[config.mk]
export PLATFORM = sky130hd
export DESIGN_NAME = matmul_host_ctrl
export DESIGN_NICKNAME = d
export VERILOG_FILES = /design/src/rtl/matmul_host_ctrl.sv
export SDC_FILE = /design/constraint.sdc
export NUM_CORES = 1
export LEC_CHECK = 0
export BUFFER_PORTS_ARGS = -buffer_cell sky130_fd_sc_hd__buf_2
export CAP_MARGIN = 20
export CORE_ASPECT_RATIO = 1.4
export CORE_MARGIN = 3
export CORE_UTILIZATION = 45
export DETAILED_ROUTE_END_ITERATION = 8
export MAX_ROUTING_LAYER = met4
export PLACE_DENSITY = 0.75
export SYNTH_ARGS = -nofsm -noshare
export SYNTH_HDL_FRONTEND = slang
export SYNTH_SLANG_ARGS = --single-unit
[constraint.sdc]
create_clock -name clk -period 2.1 [get_ports clk]
set_clock_uncertainty 0.15 [all_clocks]
set_input_delay 0.21 -clock clk [delete_from_list [all_inputs] [get_ports clk]]
set_output_delay 0.21 -clock clk [all_outputs]
set_load 0.02 [all_outputs]
[src/rtl/matmul_host_ctrl.sv]
// Host-side sequencer for the 4x4 multiplier: loads A/B operands, starts the
// core, waits for done under a timeout and streams the N*N results out.
//
// state  | meaning
// IDLE   | ready for the first operand word of a new job
// LOAD   | accepting the remaining operand words
// START  | one-cycle start pulse to the multiplier
// WAIT   | waiting for done; timer running toward the abort limit
// RD_REQ | result address presented to the result memory
// RD_CAP | read data captured into the output register
// SEND   | result word held until the downstream accepts it
module matmul_host_ctrl #(
  parameter  int N       = 4,
  parameter  int DATA_W  = 8,
  parameter  int ACC_W   = 18,
  parameter  int TIMEOUT = 1024,
  localparam int NN      = N * N,
  localparam int WA      = $clog2(2 * NN),
  localparam int RA      = $clog2(NN),
  localparam int TW      = $clog2(TIMEOUT + 1)
) (
  input  logic              clk,
  input  logic              reset,
  input  logic              in_valid,
  output logic              in_ready,
  input  logic [DATA_W-1:0] in_data,
  output logic              mem_we,
  output logic [WA-1:0]     mem_waddr,
  output logic [DATA_W-1:0] mem_wdata,
  output logic              mm_start,
  input  logic              mm_done,
  output logic [RA-1:0]     res_raddr,
  input  logic [ACC_W-1:0]  res_rdata,
  output logic              out_valid,
  input  logic              out_ready,
  output logic [ACC_W-1:0]  out_data,
  output logic              out_last,
  output logic              busy,
  output logic              timeout_err
);

  typedef enum logic [2:0] {
    S_IDLE   = 3'd0,
    S_LOAD   = 3'd1,
    S_START  = 3'd2,
    S_WAIT   = 3'd3,
    S_RD_REQ = 3'd4,
    S_RD_CAP = 3'd5,
    S_SEND   = 3'd6
  } state_t;

  state_t            r_state;
  state_t            w_next;
  logic [WA-1:0]     r_wcnt;
  logic [RA-1:0]     r_rcnt;
  logic [TW-1:0]     r_timer;
  logic [RA-1:0]     r_raddr;
  logic              r_out_valid;
  logic [ACC_W-1:0]  r_out_data;
  logic              r_out_last;
  logic              r_timeout_err;

  logic              w_in_ready;
  logic              w_accept;
  logic              w_wlast;
  logic              w_rlast;
  logic              w_tmo;

  // Gated by reset so a word presented during reset is never written.
  assign w_in_ready = !reset && ((r_state == S_IDLE) || (r_state == S_LOAD));
  assign w_accept   = in_valid && w_in_ready;
  assign w_wlast    = (r_wcnt == WA'(2 * NN - 1));
  assign w_rlast    = (r_rcnt == RA'(NN - 1));
  assign w_tmo      = (r_timer == TW'(TIMEOUT - 1));

  always_comb begin
    w_next = r_state;
    case (r_state)
      S_IDLE:   if (w_accept) w_next = S_LOAD;
      S_LOAD:   if (w_accept && w_wlast) w_next = S_START;
      S_START:  w_next = S_WAIT;
      S_WAIT: begin
        if (mm_done)    w_next = S_RD_REQ;
        else if (w_tmo) w_next = S_IDLE;
      end
      S_RD_REQ: w_next = S_RD_CAP;
      S_RD_CAP: w_next = S_SEND;
      S_SEND: begin
        if (out_ready) w_next = w_rlast ? S_IDLE : S_RD_REQ;
      end
      default:  w_next = S_IDLE;
    endcase
  end

  always_ff @(posedge clk) begin
    if (reset) begin
      r_state       <= S_IDLE;
      r_wcnt        <= '0;
      r_rcnt        <= '0;
      r_timer       <= '0;
      r_raddr       <= '0;
      r_out_valid   <= 1'b0;
      r_out_data    <= '0;
      r_out_last    <= 1'b0;
      r_timeout_err <= 1'b0;
    end else begin
      r_state <= w_next;
      case (r_state)
        S_IDLE: begin
          if (w_accept) begin
            r_wcnt        <= WA'(1);
            r_timeout_err <= 1'b0;
          end
        end
        S_LOAD: begin
          if (w_accept) r_wcnt <= w_wlast ? '0 : r_wcnt + WA'(1);
        end
        S_START: r_timer <= '0;
        S_WAIT: begin
          // done has priority over an expiring timer
          if (mm_done)    r_rcnt        <= '0;
          else if (w_tmo) r_timeout_err <= 1'b1;
          else            r_timer       <= r_timer + TW'(1);
        end
        S_RD_REQ: r_raddr <= r_rcnt;
        S_RD_CAP: begin
          r_out_data  <= res_rdata;
          r_out_valid <= 1'b1;
          r_out_last  <= w_rlast;
        end
        S_SEND: begin
          if (out_ready) begin
            r_out_valid <= 1'b0;
            r_out_last  <= 1'b0;
            if (!w_rlast) r_rcnt <= r_rcnt + RA'(1);
          end
        end
        default: ;
      endcase
    end
  end

  assign in_ready    = w_in_ready;
  assign mem_we      = w_accept;
  assign mem_waddr   = (r_state == S_IDLE) ? '0 : r_wcnt;
  assign mem_wdata   = in_data;
  assign mm_start    = (r_state == S_START);
  // Address is live during RD_REQ and held from the register afterwards.
  assign res_raddr   = (r_state == S_RD_REQ) ? r_rcnt : r_raddr;
  assign out_valid   = r_out_valid;
  assign out_data    = r_out_data;
  assign out_last    = r_out_last;
  assign busy        = (r_state != S_IDLE);
  assign timeout_err = r_timeout_err;

endmodule

Word level (Yosys, flattened, before mapping):

Cells that the tools add are included.

* flip-flop bits (word level): 48
* input bits: 31
* output and inout bits: 42
* logic and storage cells: 76

* add/sub/neg operators: 3
* eq/ne operators: 19
* mux-type cells: 27
* reductions and logical operators: 18

Operator list (number)
* $mux 11: 2
* $pmux 11 s2: 1
* $pmux 3 s7: 1
* $mux 5: 4
* $mux 3: 6
* $mux 4: 4
* $ne 2x2->1 const B: 8
* $reduce_and 4->1: 3
* $add 11x1->11 const B: 1
* $eq 11x10->1 const B: 1
* $pmux 5 s2: 1
* $reduce_bool 2->1: 5
* $eq 3x3->1 const B: 3
* $pmux 4 s2: 1
* $eq 3x2->1 const B: 2
* $pmux 1 s2: 3
* $reduce_and 3->1: 2
* $add 5x1->5 const B: 1
* $eq 5x5->1 const B: 1
* $add 4x1->4 const B: 1
* $eq 4x4->1 const B: 1
* $mux 1: 4
* $eq 3x1->1 const B: 1
* $logic_and 1x1->1: 3
* 7 further kinds: 7

Logic depth before layout (Yosys ltp):

* word-level depth: 7
* depth in mapped cells: 7
* depth with buffers taken out: 7

Worst setup path before layout:

OpenSTA, ideal clock, no wires.

* path type: reg-to-reg
* start point: register r_wcnt[0]
* end point: register r_wcnt[3]
* library setup time: 0.070 ns
* data arrival time: 1.999 ns
* required time: 1.880 ns
* slack: -0.119 ns
* stages on the path, launching flop included: 7
* period minus slack after synthesis: 2.219 ns
* cells stage by stage: dfxtp_1 ha_1 and3_1 ha_1 or4b_1 or4_1 a21oi_1

* cells in the longest elaborated chain, start to end: 4

RTL lines
* from (decl): line 54 `logic [WA-1:0] r_wcnt;`
* from (signal assigned): line 116 `if (w_accept) r_wcnt <= w_wlast ? '0 : r_wcnt + WA'(1);`
* $add 5x1->5 or $eq 5x5->1 (tied branches): line 116, 72
* $mux 5 * (2 in a row): line 116
* $pmux 5 s2 *: line 108 `case (r_state)`

Every way passes the cells marked *; elsewhere a longest branch is shown, timed or not. The select of a mux whose other input is x is not followed.
A chain may end at the register's enable or synchronous reset.

Worst setup path after layout:

* start point: register r_wcnt[0]
* end point: register r_wcnt[2]

The elaborated chain is that of the path after synthesis.

==> results.py <==
metrics = {
    "routing": {
        "vias_per_cell": 5.25,
        "wl_per_cell_um": 13.3,
        "ant_nets": 0,
        "drt_first_pass_iters": 4,
        "route.met2.wl_mm": 2.89,
        "vias": 2158,
        "top_layer": "met4",
        "wl_met3_um": 245,
        "drc": 0,
        "met1_length_mm": 2.27,
        "drtIter0Drc": 111,
        "wl_mm": 5.47,
    },
    "setup_path": {
        "worstPathMaxFanout": 4,
        "crit_arrival_ps": 2170,
        "crit_end": "r_wcnt[2]$_SDFFE_PP0P_",
        "cp-end-kind": "flop",
        "r2r_start": "r_wcnt[0]$_SDFFE_PP0P_",
        "r2r_slack_ps": 20,
        "max_stage_delay_ps": 490,
        "reg2regPathDepth": 6,
        "critPathLaunchType": "flop",
        "worst_ep_required_time_ps": 2190,
        "crit_type": "reg2reg",
        "crit_chain": "ha_4, and3_4, ha_4, or4b_4, or4_4, a21oi_2",
        "crit_path_start": "r_wcnt[0]$_SDFFE_PP0P_",
        "reg2reg_to": "r_wcnt[2]$_SDFFE_PP0P_",
        "crit_slowest_cell": "or4b_4",
        "cp_common_cell": "ha_4",
    },
    "sta": {
        "setup_viol": 0,
        "hold_viol_final": 0,
        "slew_viol_final": 0,
        "fin_tns_setup_ps": 0,
        "fmax_mhz": 480,
        "fin_crit_sh": 0.993,
        "worst_slew_pin_slew_ps": 459,
        "rsz0062_at_grt": "true",
        "relSlewSlack": 0.694,
        "final.min_clock_period_ps": 2080,
    },
    "floorplanning": {
        "start_util": 0.468,
        "dieArea_sq_um": 5980,
        "coreArea_sq_um": 4880,
        "die_x_um": 66.2,
        "die_height_um": 90.3,
        "num_rows": 30,
        "ios": 73,
    },
    "clock_network": {
        "numClockSinks": 48,
        "cts_tree": "built",
        "clock_latency_ps": 300,
        "clk_pin_slew_ps": 90,
        "ctsHtreeMaxLevel": 2,
        "cts_buffers": 5,
        "max-clock-path-buffers": 2,
        "root_buffer": "clkbuf_8",
    },
    "run_status": {
        "status": "completed",
    },
    "synth": {
        "syn-num-nets": 311,
        "synth_cell_types": 48,
        "yosys_warnings": 0,
        "synth.area.top_cells": "dfxtp_1 (42%), a21oi_1 (7.7%), nand2_1 (7.4%)",
        "synth-seq-cells": 48,
        "synth_common_cells": "dfxtp_1 (48), nand2_1 (45), a21oi_1 (35)",
        "synth.top_cell.area_share": 0.421,
        "synth_edf_count": 0,
        "synth.largest_area_cell": "dfxtp_1",
        "synthesis.area_sq_um": 2280,
        "ys_seq_area_frac": 0.421,
        "syn_inst": 276,
        "avgSynthCellArea_sq_um": 8.28,
        "synth_ff_type": "dfxtp_1",
        "async_flop_share": 0,
        "yosysMostFrequentCell": "dfxtp_1",
    },
    "finish": {
        "areaGrowthSynthToFinish_pct": 29.7,
        "diodes": 0,
        "layout-drive-gt1-share": 0.280,
        "num-fill-cells": 426,
        "layout.nets": 381,
        "stdcell_area_sq_um": 2960,
    },
    "pwr": {
        "switchingPower_mw": 0.382,
        "p_total_mw": 1.72,
        "seqPwrFrac": 0.539,
        "leakagePower_nw": 1.22,
        "internal_power_mw": 1.33,
        "irDropWorstVdd_mv": 0.438,
        "pwr-share-comb": 0.078,
        "power_frac_clock": 0.383,
        "p_per_area_nw_per_um2": 579,
        "power_switching_share": 0.223,
    },
    "run": {
        "max-cap-violations": 0,
    },
    "global_routing": {
        "grt_overflow": 0,
        "grt_pass1_wl_mm": 8.86,
        "grt_pass1_vias": 1985,
        "grt_max_degree": 46,
        "grt_antenna_before_repair": 0,
        "track_usage": 0.186,
    },
    "min_path": {
        "worstHoldPathType": "in2reg",
    },
    "place": {
        "post-dp-hpwl_mm": 3.64,
        "place_area_sq_um": 2640,
        "port_buffers": 56,
        "gp_congestion": 0.767,
    },
}
cell usage in the layout (no fill, tap or decap), types with 3 or more instances in the layout:
master         Yosys  routed
or3_1              7       7
nor2_1            13      13
and2_1             6       6
buf_2              6      56
nor3_1             3       3
o31ai_1            7       7
a21oi_1           35      34
dlygate4sd3_1      0      17
o21ai_0            5       5
nand3b_1           3       3
or4_1              9       8
nand3_1            9       9
nor2b_1            8       8
dfxtp_1           48      43
clkbuf_8           0       5
o21ai_1            3       3
dfxtp_2            0       4
inv_1              8       8
buf_4              8      13
nand2b_1           4       4
mux2_2             5       5
nand2_1           45      45
how the worst min path moves through the flow:
stage | endpoint | from | cells past startpoint
final | out_data[9]$_SDFFE_PP0P_ | res_rdata[9] | 3
after global routing | out_data[9]$_SDFFE_PP0P_ | res_rdata[9] | 3
after CTS | out_data[7]$_SDFFE_PP0P_ | res_rdata[7] | 3
after detailed placement | mem_wdata[1] | in_data[1] | 0
after global placement | r_timer[10]$_SDFFE_PP0P_ | r_timer[10]$_SDFFE_PP0P_ | 2
after floorplan | out_data[0]$_SDFFE_PP0P_ | res_rdata[0] | 2
metal layers:
metal | GRT usage | up-vias
met2 | 0.321 | 42
met3 | 0.0349 | 8
met4 | 0.0576 | 0
met1 | 0.214 | 1008
met5 | - | -
li1 | - | 1100
sequential cells by signal (all words and copies together), names as in the netlist:
register     count
out_valid        1
r_wcnt           5
r_raddr          4
out_last         1
r_rcnt           4
out_data        18
r_timer         11
timeout_err      1
r_state          3
metrics by stage:
stage	hold slack [ps]	setup WS, ps	instances	util
finish	10.2	15.5	411	0.607
detailed placement	270	9.51	386	0.540
global placement	268	34.7	386	0.540
global route	15.0	-42.3	411	0.607
floorplan	196	29.4	276	-
CTS	3.34	-1.48	410	0.596
power by group through the flow:
| stage | registers [mW] | clock network [mW] | logic, mW |
|---|---|---|---|
| 2_1_floorplan | 0.939 | 0 | 0.0934 |
| 3_3_place_gp | 0.944 | 0 | 0.107 |
| 3_5_place_dp | 0.945 | 0 | 0.107 |
| 4_1_cts | 0.923 | 0.676 | 0.131 |
| 5_1_grt | 0.926 | 0.720 | 0.147 |
| 6_report | 0.924 | 0.658 | 0.134 |
layout make-up:
| cell class | count | area, sq um | area share |
|---|---|---|---|
| multi-input combinational | 196 | 1200 | 0.407 |
| inverter | 8 | 30.0 | 0.0101 |
| tap | 64 | 80.1 | 0.0270 |
| timing repair buffer | 87 | 568 | 0.192 |
| sequential | 48 | 970 | 0.327 |
| clock buffer | 5 | 68.8 | 0.0232 |
| clock inverter | 3 | 42.5 | 0.0144 |
repair_timing:
action                                  4_1_cts  5_1_grt
hold endpoints to repair                     16        1
hold buffers                                 16        1
endpoints found under the setup margin        9        8
gates resized for setup                       2       10
setup buffers                                 0        0
pin swaps                                     1        0
critical path, delay by kind of cell, from the launching register on:
family                     cells  cell delay [ps]
adders and majority gates      2              300
AOI/OAI and AO/OA              1              120
and+or+nand+nor                3             1100
DFF                            1              350
kinds of logic after synthesis:
logic type      after synthesis  synth area share
xor+xnor                      2           0.00767
simple gates                121             0.281
fa+ha+maj                     4            0.0219
mux                           6            0.0290
compound gates               63             0.167
buf+inv                      32            0.0723
flops                        48             0.421
(Power assumes the default switching activity.)
